**src/rtl/load_unit.sv**
```systemverilog
// ---------------------------------------------------------------------------
// load_unit
//   Load-side memory reader for the MEM stage of the pipelined CPU. Accepts one
//   load at a time, issues an aligned 64-bit read over a req/ack handshake,
//   extracts the addressed byte/half/word/double (little-endian), sign- or
//   zero-extends it and returns it for writeback. Misaligned requests and
//   memory timeouts are reported with a one-cycle err pulse.
//
// Ports
//   clk        : system clock, rising edge
//   reset      : asynchronous active-high reset
//   ld_valid   : MEM stage presents a load this cycle
//   ld_addr    : byte address
//   ld_size    : 0 byte, 1 half, 2 word, 3 double
//   ld_signed  : 1 sign-extend, 0 zero-extend (ignored for double)
//   ld_rd      : destination register
//   stall      : combinational, freezes the upstream pipeline
//   mem_req    : read request to data memory (high for every WAIT cycle)
//   mem_addr   : ld_addr with bits [2:0] cleared, stable while mem_req is high
//   mem_ack    : memory returns mem_rdata this cycle (only honoured in WAIT)
//   mem_rdata  : 64-bit read data
//   wb_valid   : one-cycle pulse, wb_data/wb_rd valid
//   wb_data    : extended load result, held between pulses
//   wb_rd      : destination register, held between pulses
//   err        : one-cycle pulse on misaligned access or timeout
// ---------------------------------------------------------------------------
module load_unit #(
  parameter int unsigned ADDR_W  = 64,
  parameter int unsigned TIMEOUT = 16
) (
  input  logic              clk,
  input  logic              reset,
  input  logic              ld_valid,
  input  logic [ADDR_W-1:0] ld_addr,
  input  logic [1:0]        ld_size,
  input  logic              ld_signed,
  input  logic [4:0]        ld_rd,
  output logic              stall,
  output logic              mem_req,
  output logic [ADDR_W-1:0] mem_addr,
  input  logic              mem_ack,
  input  logic [63:0]       mem_rdata,
  output logic              wb_valid,
  output logic [63:0]       wb_data,
  output logic [4:0]        wb_rd,
  output logic              err
);

  localparam int unsigned CNT_W = $clog2(TIMEOUT);
  localparam logic [CNT_W-1:0] CNT_LAST = CNT_W'(TIMEOUT - 1);

  typedef enum logic [1:0] {
    IDLE = 2'd0,
    WAIT = 2'd1,
    DONE = 2'd2
  } stateT;

  stateT            state;
  stateT            nextState;
  logic [CNT_W-1:0] waitCnt;
  logic             aligned;
  logic             cntExpired;
  logic             acceptLoad;
  logic             captureData;
  logic             errNext;

  // Attributes of the outstanding load, latched when it is accepted
  logic [2:0]       offsetReg;
  logic [1:0]       sizeReg;
  logic             signedReg;
  logic [4:0]       rdReg;

  logic [63:0]      shifted;
  logic [63:0]      extracted;

  // Natural alignment check: address must be a multiple of the access size
  always_comb begin
    aligned = 1'b0;
    case (ld_size)
      2'd0:    aligned = 1'b1;
      2'd1:    aligned = (ld_addr[0] == 1'b0);
      2'd2:    aligned = (ld_addr[1:0] == 2'b00);
      2'd3:    aligned = (ld_addr[2:0] == 3'b000);
      default: aligned = 1'b0;
    endcase
  end

  assign cntExpired = (waitCnt == CNT_LAST);

  // State register
  always_ff @(posedge clk or posedge reset) begin
    if (reset) begin
      state <= IDLE;
    end else begin
      state <= nextState;
    end
  end

  // Next-state logic; an ack on the expiring cycle still completes the load
  always_comb begin
    nextState = state;
    case (state)
      IDLE: begin
        if (ld_valid && aligned) begin
          nextState = WAIT;
        end
      end
      WAIT: begin
        if (mem_ack) begin
          nextState = DONE;
        end else if (cntExpired) begin
          nextState = IDLE;
        end
      end
      DONE:    nextState = IDLE;
      default: nextState = IDLE;
    endcase
  end

  // Combinational outputs and register-update strobes
  always_comb begin
    stall       = 1'b0;
    acceptLoad  = 1'b0;
    captureData = 1'b0;
    errNext     = 1'b0;
    case (state)
      IDLE: begin
        stall      = ld_valid & aligned;
        acceptLoad = ld_valid & aligned;
        errNext    = ld_valid & ~aligned;
      end
      WAIT: begin
        stall       = 1'b1;
        captureData = mem_ack;
        errNext     = ~mem_ack & cntExpired;
      end
      DONE: begin
        stall = 1'b0;
      end
      default: begin
        stall = 1'b0;
      end
    endcase
  end

  // Select and extend the addressed field of the returned doubleword
  always_comb begin
    shifted   = mem_rdata >> {offsetReg, 3'b000};
    extracted = shifted;
    case (sizeReg)
      2'd0:    extracted = {{56{signedReg & shifted[7]}},  shifted[7:0]};
      2'd1:    extracted = {{48{signedReg & shifted[15]}}, shifted[15:0]};
      2'd2:    extracted = {{32{signedReg & shifted[31]}}, shifted[31:0]};
      2'd3:    extracted = shifted;
      default: extracted = shifted;
    endcase
  end

  // WAIT-cycle counter, restarted on every accepted load
  always_ff @(posedge clk or posedge reset) begin
    if (reset) begin
      waitCnt <= '0;
    end else if (acceptLoad) begin
      waitCnt <= '0;
    end else if (state == WAIT) begin
      waitCnt <= waitCnt + CNT_W'(1);
    end
  end

  // Latched request attributes
  always_ff @(posedge clk or posedge reset) begin
    if (reset) begin
      offsetReg <= 3'b000;
      sizeReg   <= 2'b00;
      signedReg <= 1'b0;
      rdReg     <= 5'd0;
    end else if (acceptLoad) begin
      offsetReg <= ld_addr[2:0];
      sizeReg   <= ld_size;
      signedReg <= ld_signed;
      rdReg     <= ld_rd;
    end
  end

  // Registered interface outputs; request/valid follow the state being entered
  always_ff @(posedge clk or posedge reset) begin
    if (reset) begin
      mem_req  <= 1'b0;
      mem_addr <= '0;
      wb_valid <= 1'b0;
      wb_data  <= 64'd0;
      wb_rd    <= 5'd0;
      err      <= 1'b0;
    end else begin
      mem_req  <= (nextState == WAIT);
      wb_valid <= (nextState == DONE);
      err      <= errNext;
      if (acceptLoad) begin
        mem_addr <= {ld_addr[ADDR_W-1:3], 3'b000};
      end
      // wb_rd is only updated alongside wb_data so both hold between pulses
      if (captureData) begin
        wb_data <= extracted;
        wb_rd   <= rdReg;
      end
    end
  end

endmodule
```
**config.mk**
```make
export PLATFORM = sky130hd
export DESIGN_NAME = load_unit
export DESIGN_NICKNAME = d
export VERILOG_FILES = /design/src/rtl/load_unit.sv
export SDC_FILE = /design/constraint.sdc
export NUM_CORES = 1
export LEC_CHECK = 0
export BUFFER_PORTS_ARGS = -buffer_cell sky130_fd_sc_hd__buf_4
export CAP_MARGIN = 20
export CORE_UTILIZATION = 25
export DETAILED_ROUTE_END_ITERATION = 10
export SYNTH_ARGS = -nofsm -noshare
export SYNTH_HDL_FRONTEND = slang
export SYNTH_SLANG_ARGS = --single-unit
```
**constraint.sdc**
```tcl
create_clock -name clk -period 4.1 [get_ports clk]
set_input_delay 0 -clock clk [delete_from_list [all_inputs] [get_ports clk]]
set_output_delay 0 -clock clk [all_outputs]
set_load 0.005 [all_outputs]
```
### Word level (Yosys, flattened, before mapping)

Index checks and enable logic that the tools add are counted.

| word-level totals | value |
|---|---|
| flip-flop bits (word level) | 150 |
| input bits | 140 |
| output and inout port bits | 137 |
| logic and storage cells | 52 |

| cells by class | value |
|---|---|
| add/sub/neg operators | 1 |
| equal/unequal tests | 10 |
| shifts and indexed selects | 1 |
| mux-type cells | 12 |
| bitwise logic cells | 9 |
| reduce and logical (&&, ||, !) cells | 7 |

Operators with widths:

| kind | count |
|---|---|
| $pmux W64 S4 | 1 |
| $shr A64 B6 Y64 | 1 |
| $eq A2 B2 Y1 const B | 5 |
| $eq A2 B1 Y1 const B | 4 |
| $logic_not A2 Y1 | 4 |
| $mux W4 | 2 |
| $and A1 B1 Y1 | 6 |
| $mux W2 | 3 |
| $add A4 B1 Y4 const B | 1 |
| $eq A4 B4 Y1 const B | 1 |
| $pmux W1 S2 | 2 |
| $pmux W1 S4 | 1 |
| $pmux W2 S2 | 1 |
| $logic_not A3 Y1 | 1 |
| $not A1 Y1 | 3 |
| $mux W1 | 2 |
| $reduce_bool A2 Y1 | 1 |
| $logic_and A1 B1 Y1 | 1 |

### Longest topological paths before layout

Gate-level depths: netlist of the first run.

| logic depth | value |
|---|---|
| depth after elaboration | 6 |
| mapped depth | 8 |
| mapped depth without buffers | 5 |

### Worst setup path after synthesis of the first run

Ideal clock, no wire load.

| timing path | value |
|---|---|
| kind | register -> register |
| start | register sizeReg[1] |
| end | register wb_data[49] |
| data arrival time | 1.604 ns |
| required time | 3.959 ns |
| slack | 2.355 ns |
| stages on the path, launching flop included | 9 |
| path buffers | 3 |
| cell sequence | dfrtp_1 buf_4 nor2b_4 buf_6 and2_1 a22oi_1 o221a_4 buf_6 a31oi_1 |

| between the ends | value |
|---|---|
| cells in the longest elaborated chain, start to end | 2 |
| elaborated cells on any way between the ends | 5 |
| those cells by class | eq/ne (3); mux (1); reduce/logical (1) |

Ends and longest elaborated chain:

| item | line | RTL |
|---|---|---|
| start: declaration | 69 | `logic [1:0] sizeReg;` |
| start signal: assignment | 179 | `sizeReg <= ld_size;` |
| $eq A2 B2 Y1 (tied with other cells) | 150 | `case (sizeReg)` |
| $pmux W64 S4 (*) | 150 |  |
| end signal: assignment | 203 | `wb_data <= extracted;` |
| end: declaration | 44 | `output logic [63:0] wb_data,` |

Every way passes the cells marked *; elsewhere a longest branch is shown, timed or not. The select of a mux whose other input is x is not followed.
A chain may end at the register's enable or synchronous reset.

### Final worst setup path of the first run

| timing path | value |
|---|---|
| start | register offsetReg[1] |
| end | register wb_data[48] |

| between the ends | value |
|---|---|
| cells in the longest elaborated chain, start to end | 3 |
| elaborated cells on any way between the ends | 5 |
| those cells by class | shift (1); mux (1); bitwise (3) |

Ends and longest elaborated chain:

| item | line | RTL |
|---|---|---|
| start: declaration | 68 | `logic [2:0] offsetReg;` |
| start signal: assignment | 178 | `offsetReg <= ld_addr[2:0];` |
| $shr A64 B6 Y64 (*) | 148 | `shifted = mem_rdata >> {offsetReg, 3'b000};` |
| $and A1 B1 Y1 (on tied branches) | 153, 151, 152 |  |
| $pmux W64 S4 (*) | 150 |  |

Marked as above.

==> results.md, run 1 <==
* Initial antenna violation count at 1
* Synthesis-stage register bit count at 150
* Util after Layout at 38.1%
* Mean Syn Cell Area at 10.9 µm²
* GRT overflow at 0
* Critical Path AT at 2.96 ns
* Synth-to-Final Area Change at 48.7%
* CTS max path bufs at 2
* Int Pwr at 4560 µW
* Setup Viol. Count Final at 0
* Sequential power share at 37.2%
* Measured slew at the worst slew-check pin at 1.04 ns
* Total number of vias at 6,848
* Switching Share at 35.3%
* Fmax at 371 MHz
* TritonCTS clock tree: built
* Cell Area, Synth at 7660 µm²
* Pwr Density at 619 nW/µm²
* Routed len/inst at 18.8 µm
* Boundary pin count at 277
* Final period util at 65.8%
* PnR Total Power at 7050 µW
* Routed Wire Length at 26,900 µm
* Net load switching power at 2490 µW
* Total GRT Usage at 17.1%
* Crit path capture type: flop
* TritonCTS buffer count at 17
* Max Slew Vio Count at 0
* Hold Violations, Final at 0
* Core footprint at 29,900 µm²
* FP Rows at 63
* Initial DRT Pass Iterations at 5
* Data required time of the worst path at 4.36 ns
* Max rail drop VDD at 304 µV
* Die area at 31,300 µm²
* Outcome: completed
* First-pass GRT wire length at 40,300 µm
* Max_slew headroom at 30.7%
* Die Y at 177 µm
* Reg2reg setup slack at 1.40 ns
* RSZ-0062 raised after global routing: false
* Port bufs at 273
* Final hold slack at 0.0547 ns
* Power share of the clock group at 22.5%
* Largest net degree at the start of global routing at 114
* Via-per-instance ratio at 4.78
* DRC at 0
* Detailed Route Iter0 Violations at 568
* Root Driver: clkbuf_16
* Hold crit path type: in2async
* Worst setup SP type: flop
* Post-route ant nets at 0
* Ys Warns at 0
* Reg2Reg Launch Point: offsetReg[1]
* CTS H-tree lvls at 4
* Setup CP Type: reg2reg
* Layout cells sized above 1 at 40.5%
* Initial Utilization at 25.6%
* Pleak at 0.00516 µW
* Max FO, Critical Path at 82
* Setup repair bufs after CTS at 0
* Worst setup startpoint: offsetReg[1]
* Maxcap violations at 0
* Placer congestion estimate at 0.903
* Worst-Skew Late Latency at 0.42 ns
* Fin Clk Skew at 0.00862 ns
* Cts repair resizes at 0
* Sink Count at 150
* Sequential-to-total area share from yosys stat at 49.0%
* Layout Nets at 1,169
* Vias in the first global route at 6,823
* Final setup TNS at 0 ns
* Count of cell types in the netlist at 41
* Hold buffers post-CTS at 83
* FF-to-FF path depth at 5
* Reg-to-Reg End: wb_data[48]
* Clock Pin Slew Worst Setup and Hold Paths at 0.07 ns
* CP endpoint: wb_data[48]
* Die X-Extent at 177 µm
* Post-DP HPWL at 19,300 µm
* Cells after synthesis at 703
* Combinational power share at 40.3%
* Tmin final at 2.70 ns
power groups by stage:
stage / registers [µW] / clock network (µW) / logic [µW]
6_report: 2620 / 1590 / 2840
5_1_grt: 2720 / 1700 / 3100
4_1_cts: 2620 / 1640 / 2850
3_5_place_dp: 2640 / 0 / 2770
3_3_place_gp: 2620 / 0 / 2750
2_1_floorplan: 2430 / 0 / 1570
how the worst min path moves through the flow:
stage                             start           end  cells after the start
after floorplan             ld_addr[19]  mem_addr[19]                      1
after global placement       ld_addr[7]   mem_addr[7]                      2
after detailed placement    ld_addr[53]  mem_addr[53]                      2
after CTS                 mem_rdata[52]   wb_data[52]                      4
after global routing              reset  mem_addr[20]                      3
final                             reset  mem_addr[20]                      3
cells by family (layout without fill, tap and decap cells):
family,Yosys count,in the layout,synth area share (%)
AOI/OAI and AO/OA,170,170,14.0
adders and majority gates,1,1,0.163
buffers and inverters,66,402,4.72
DFF,150,150,49.0
muxes,144,144,22.0
other,1,4,0.0490
and+or+nand+nor,171,171,10.0
final cells by class:
| cell class | instances | area (µm²) |
|---|---|---|
| fillers | 2930 | 18500 |
| flip-flops and latches | 150 | 3760 |
| multi-input cells | 489 | 3560 |
| repair buffers | 363 | 2950 |
| well taps | 390 | 488 |
| clock buffers | 20 | 447 |
| clock inverters | 12 | 144 |
| inverters | 7 | 31.3 |
| diodes | 1 | 2.50 |
Yosys cell counts:
| library cell | instances | share of area [%] |
|---|---|---|
| nand2b_1 | 10 | 0.82 |
| mux2_2 | 86 | 13 |
| nor3b_1 | 2 | 0.20 |
| inv_1 | 6 | 0.29 |
| o21a_1 | 2 | 0.20 |
| o211ai_1 | 1 | 0.098 |
| a31oi_1 | 44 | 3.6 |
| nor2b_2 | 1 | 0.11 |
| and2b_1 | 1 | 0.098 |
| a22oi_1 | 5 | 0.49 |
| a41oi_1 | 5 | 0.57 |
| and2_1 | 3 | 0.25 |
| nand2_1 | 69 | 3.4 |
| dfrtp_1 | 150 | 49 |
| mux4_2 | 11 | 3.2 |
| nor2b_4 | 1 | 0.18 |
| nor2b_1 | 14 | 1.1 |
| nand4_2 | 1 | 0.16 |
| o21a_2 | 1 | 0.11 |
| nor2_1 | 62 | 3.0 |
| buf_2 | 16 | 1.0 |
| nand3b_1 | 1 | 0.098 |
| a21oi_1 | 47 | 3.1 |
| inv_2 | 1 | 0.049 |
| and4b_1 | 1 | 0.13 |
| buf_6 | 8 | 1.2 |
| buf_4 | 9 | 0.88 |
| o21ai_0 | 29 | 1.9 |
| buf_1 | 6 | 0.29 |
| mux2i_1 | 47 | 6.1 |
| ha_1 | 1 | 0.16 |
| o221a_4 | 1 | 0.26 |
| o22a_1 | 7 | 0.80 |
| nand4_1 | 2 | 0.16 |
| clkbuf_1 | 20 | 0.98 |
| a31o_2 | 1 | 0.11 |
| a211oi_1 | 17 | 1.7 |
| conb_1 | 1 | 0.049 |
| nor3_2 | 1 | 0.13 |
| nand3_1 | 2 | 0.13 |
| a32oi_1 | 10 | 1.1 |
through the flow:
step,instances,worst slack (ns),cell area (µm²)
6_report,1432,1.40,11400
5_1_grt,1432,1.22,11400
4_1_cts,1430,1.43,11400
3_5_place_dp,1315,1.46,9940
3_3_place_gp,1315,1.49,9940
2_1_floorplan,705,0.0636,7670
layer usage:
metal / share of wire, % / vias to the layer above / wire length [µm] / global-route usage [%]
met4: 2.3 / 0 / 619 / 6.75
met3: 8.5 / 36 / 2270 / 5.41
met2: 48 / 269 / 13000 / 26.9
met5: 0 / - / 0 / 0
met1: 41 / 3355 / 11000 / 21.8
li1: - / 3188 / - / -
worst max-delay path, stage by stage, from the launching register on:
cell and delay, ns:
dfrtp_4 1.09, mux2i_1 0.43, a22oi_1 0.19, nand4_2 0.17, o221a_4 0.48, a31oi_1 0.15
placed cells by master, fill, tap and decap left out, types with 4 or more instances in the layout:
master / netlist / final
nor2b_1: 14 / 13
nand2_1: 69 / 67
clkbuf_16: 0 / 17
nand2b_1: 10 / 10
mux4_2: 11 / 11
dlygate4sd3_1: 0 / 83
mux2_2: 86 / 86
o22a_1: 7 / 7
a21oi_1: 47 / 47
a22oi_1: 5 / 5
buf_4: 9 / 279
mux2i_1: 47 / 47
a211oi_1: 17 / 17
o21ai_0: 29 / 29
inv_6: 0 / 6
a32oi_1: 10 / 10
a41oi_1: 5 / 5
inv_1: 6 / 4
nor2_1: 62 / 62
dfrtp_1: 150 / 148
a31oi_1: 44 / 44
registers in the layout, summed over array words and instances, names as in the netlist:
| signal | count |
|---|---|
| wb_data | 64 |
| mem_addr | 61 |
| rdReg | 5 |
| wb_rd | 5 |
| waitCnt | 4 |
| offsetReg | 3 |
| sizeReg | 2 |
| state | 2 |
| err | 1 |
| mem_req | 1 |
| signedReg | 1 |
| wb_valid | 1 |
No activity file was read; power rests on OpenSTA's default activity.
==> inputs of run 2 (changes only) <==
Clock period 4.1 ns to 2.7 ns, I/O delays scaled along.
==> run 2 against run 1 <==
Sequential power rose by 47%. Final cell count rose by 0.77%. Sequential share of layout area fell by 0.24 points. Combinational power rose by 59%. First-iteration DRC count fell by 13%. Largest power group unchanged. Routed wire length rose by 0.18%. Cell area rose by 0.73%. Critical endpoint is now wb_data[35]. Power rose by 52%. Via count rose by 1.4%. Clock-buffer cell count rose by 1. Worst hold slack improved by 0.013 ns.
==> results.md, run 2 (synthesis results as in run 1) <==
* CTS H-tree lvls at 4
* Synth-to-Final Area Change at 49.8%
* Post-route ant nets at 0
* GRT overflow at 0
* Core footprint at 29,900 µm²
* Setup repair bufs after CTS at 0
* Routed Wire Length at 26,900 µm
* Tmin final at 2.26 ns
* Setup Viol. Count Final at 0
* DRC at 0
* Initial antenna violation count at 3
* Outcome: completed
* First-pass GRT wire length at 40,800 µm
* Sink Count at 150
* Die Y at 177 µm
* RSZ-0062 raised after global routing: false
* Routed len/inst at 18.7 µm
* Final period util at 83.6%
* Maxcap violations at 0
* Pleak at 0.00520 µW
* Clock Pin Slew Worst Setup and Hold Paths at 0.06 ns
* Most frequent cells in the layout: 286 x buf_4, 148 x dfrtp_1, 86 x mux2_2
* PnR Total Power at 10,700 µW
* Layout Nets at 1,179
* Worst setup SP type: flop
* Data required time of the worst path at 2.98 ns
* Vias in the first global route at 6,967
* Initial Utilization at 25.6%
* Final setup TNS at 0 ns
* Placer congestion estimate at 0.874
* Multi-input combinational cell area at 3560 µm²
* Layout cells sized above 1 at 40.9%
* Max rail drop VDD at 505 µV
* Pwr Density at 935 nW/µm²
* TritonCTS clock tree: built
* Max_slew headroom at 42.1%
* Max FFs per register at 64
* Filler cell count at 2,901
* Via-per-instance ratio at 4.81
* Hold Violations, Final at 0
* Hold crit path type: in2reg
* Initial DRT Pass Iterations at 5
* Detailed Route Iter0 Violations at 495
* Biggest regs: wb_data x64, mem_addr x61
* Boundary pin count at 277
* Post-DP HPWL at 19,300 µm
* Commonest non-fill, non-tap cell in the layout: buf_4
* Die area at 31,300 µm²
* Root Driver: clkbuf_16
* Final Worst Setup Slack at 0.444 ns
* Max Slew Vio Count at 0
* Crit path capture type: flop
* Most flops, register: wb_data
* TritonCTS buffer count at 17
* Die X-Extent at 177 µm
* Port bufs at 273
* CTS max path bufs at 2
* Worst-Skew Late Latency at 0.43 ns
* Critical Path AT at 2.53 ns
* Sequential Area at 3760 µm²
* Fin Clk Skew at 0.0222 ns
* Measured slew at the worst slew-check pin at 0.867 ns
* FP Rows at 63
* Largest net degree at the start of global routing at 65
* Total number of vias at 6,942
* Fmax at 443 MHz
* Pre-CTS setup slack at 0.472 ns
* Max FO, Critical Path at 32
* Total GRT Usage at 17.1%
* Setup CP Type: reg2reg
==> run 2: cell types whose count changed in the layout (fill, tap and decap cells not counted), sizes merged <==
cell    delta
clkbuf     +1
clkinv     +2
inv        -4
diode      +2
buf       +10
==> run 2: stage by stage <==
step / std cells / util [%] / instance area (µm²) / hold WS [ns]
2_1_floorplan: 705 / - / 7670 / 0.150
3_3_place_gp: 1326 / 33.7 / 10100 / 0.232
3_5_place_dp: 1326 / 33.7 / 10100 / 0.229
4_1_cts: 1440 / 38.4 / 11500 / 0.0568
5_1_grt: 1443 / 38.4 / 11500 / 0.0821
6_report: 1443 / 38.4 / 11500 / 0.0677
==> run 2: path summary, 6_finish.rpt <==
path,start,end,slack [ns],cells after the start
setup / recovery,offsetReg[1],wb_data[35],0.44,5
hold / removal,mem_rdata[52],wb_data[52],0.07,4
setup reg to reg,offsetReg[1],wb_data[35],0.44,5
hold reg to reg,rdReg[3],wb_rd[3],0.46,2
max in group asynchronous,reset,wb_data[41],1.40,4
min in group asynchronous,reset,mem_addr[45],0.32,3
==> run 2: power breakdown <==
group / total (µW) / leakage [µW] / internal (µW) / switching (µW)
Sequential: 3860 / 0.00177 / 3150 / 705
Combinational: 4520 / 0.00316 / 2430 / 2090
Clock: 2350 / 0.000268 / 1370 / 981
==> run 2: cell type report <==
cell class                      count  share of cell area (%)
Sequential cell                   150                    32.8
Inverter                            7                   0.262
Clock inverter                     10                    1.08
Timing Repair Buffer              373                    26.7
Tap cell                          390                    4.25
Clock buffer                       21                    3.84
Multi-Input combinational cell    489                    31.1
Antenna cell                        3                  0.0654
==> run 2: critical path, cell delays in order, from the launching register on <==
cell and delay [ns]:
dfrtp_4 0.68, mux2i_1 0.41, a22oi_1 0.19, nand4_2 0.19, o221a_4 0.49, a21oi_1 0.13
==> run 2: what timing repair did <==
item	in CTS	in global routing
hold endpoints to repair	121	0
gates resized for setup	0	0
hold buffers	83	0
==> run 2: layer usage <==
metal,vias to the layer above,share of wire (%),track usage [%]
met5,-,0,0
met4,0,2.6,7.29
met3,39,7.7,4.68
met2,254,48,26.7
met1,3444,42,22.0
li1,3205,-,-
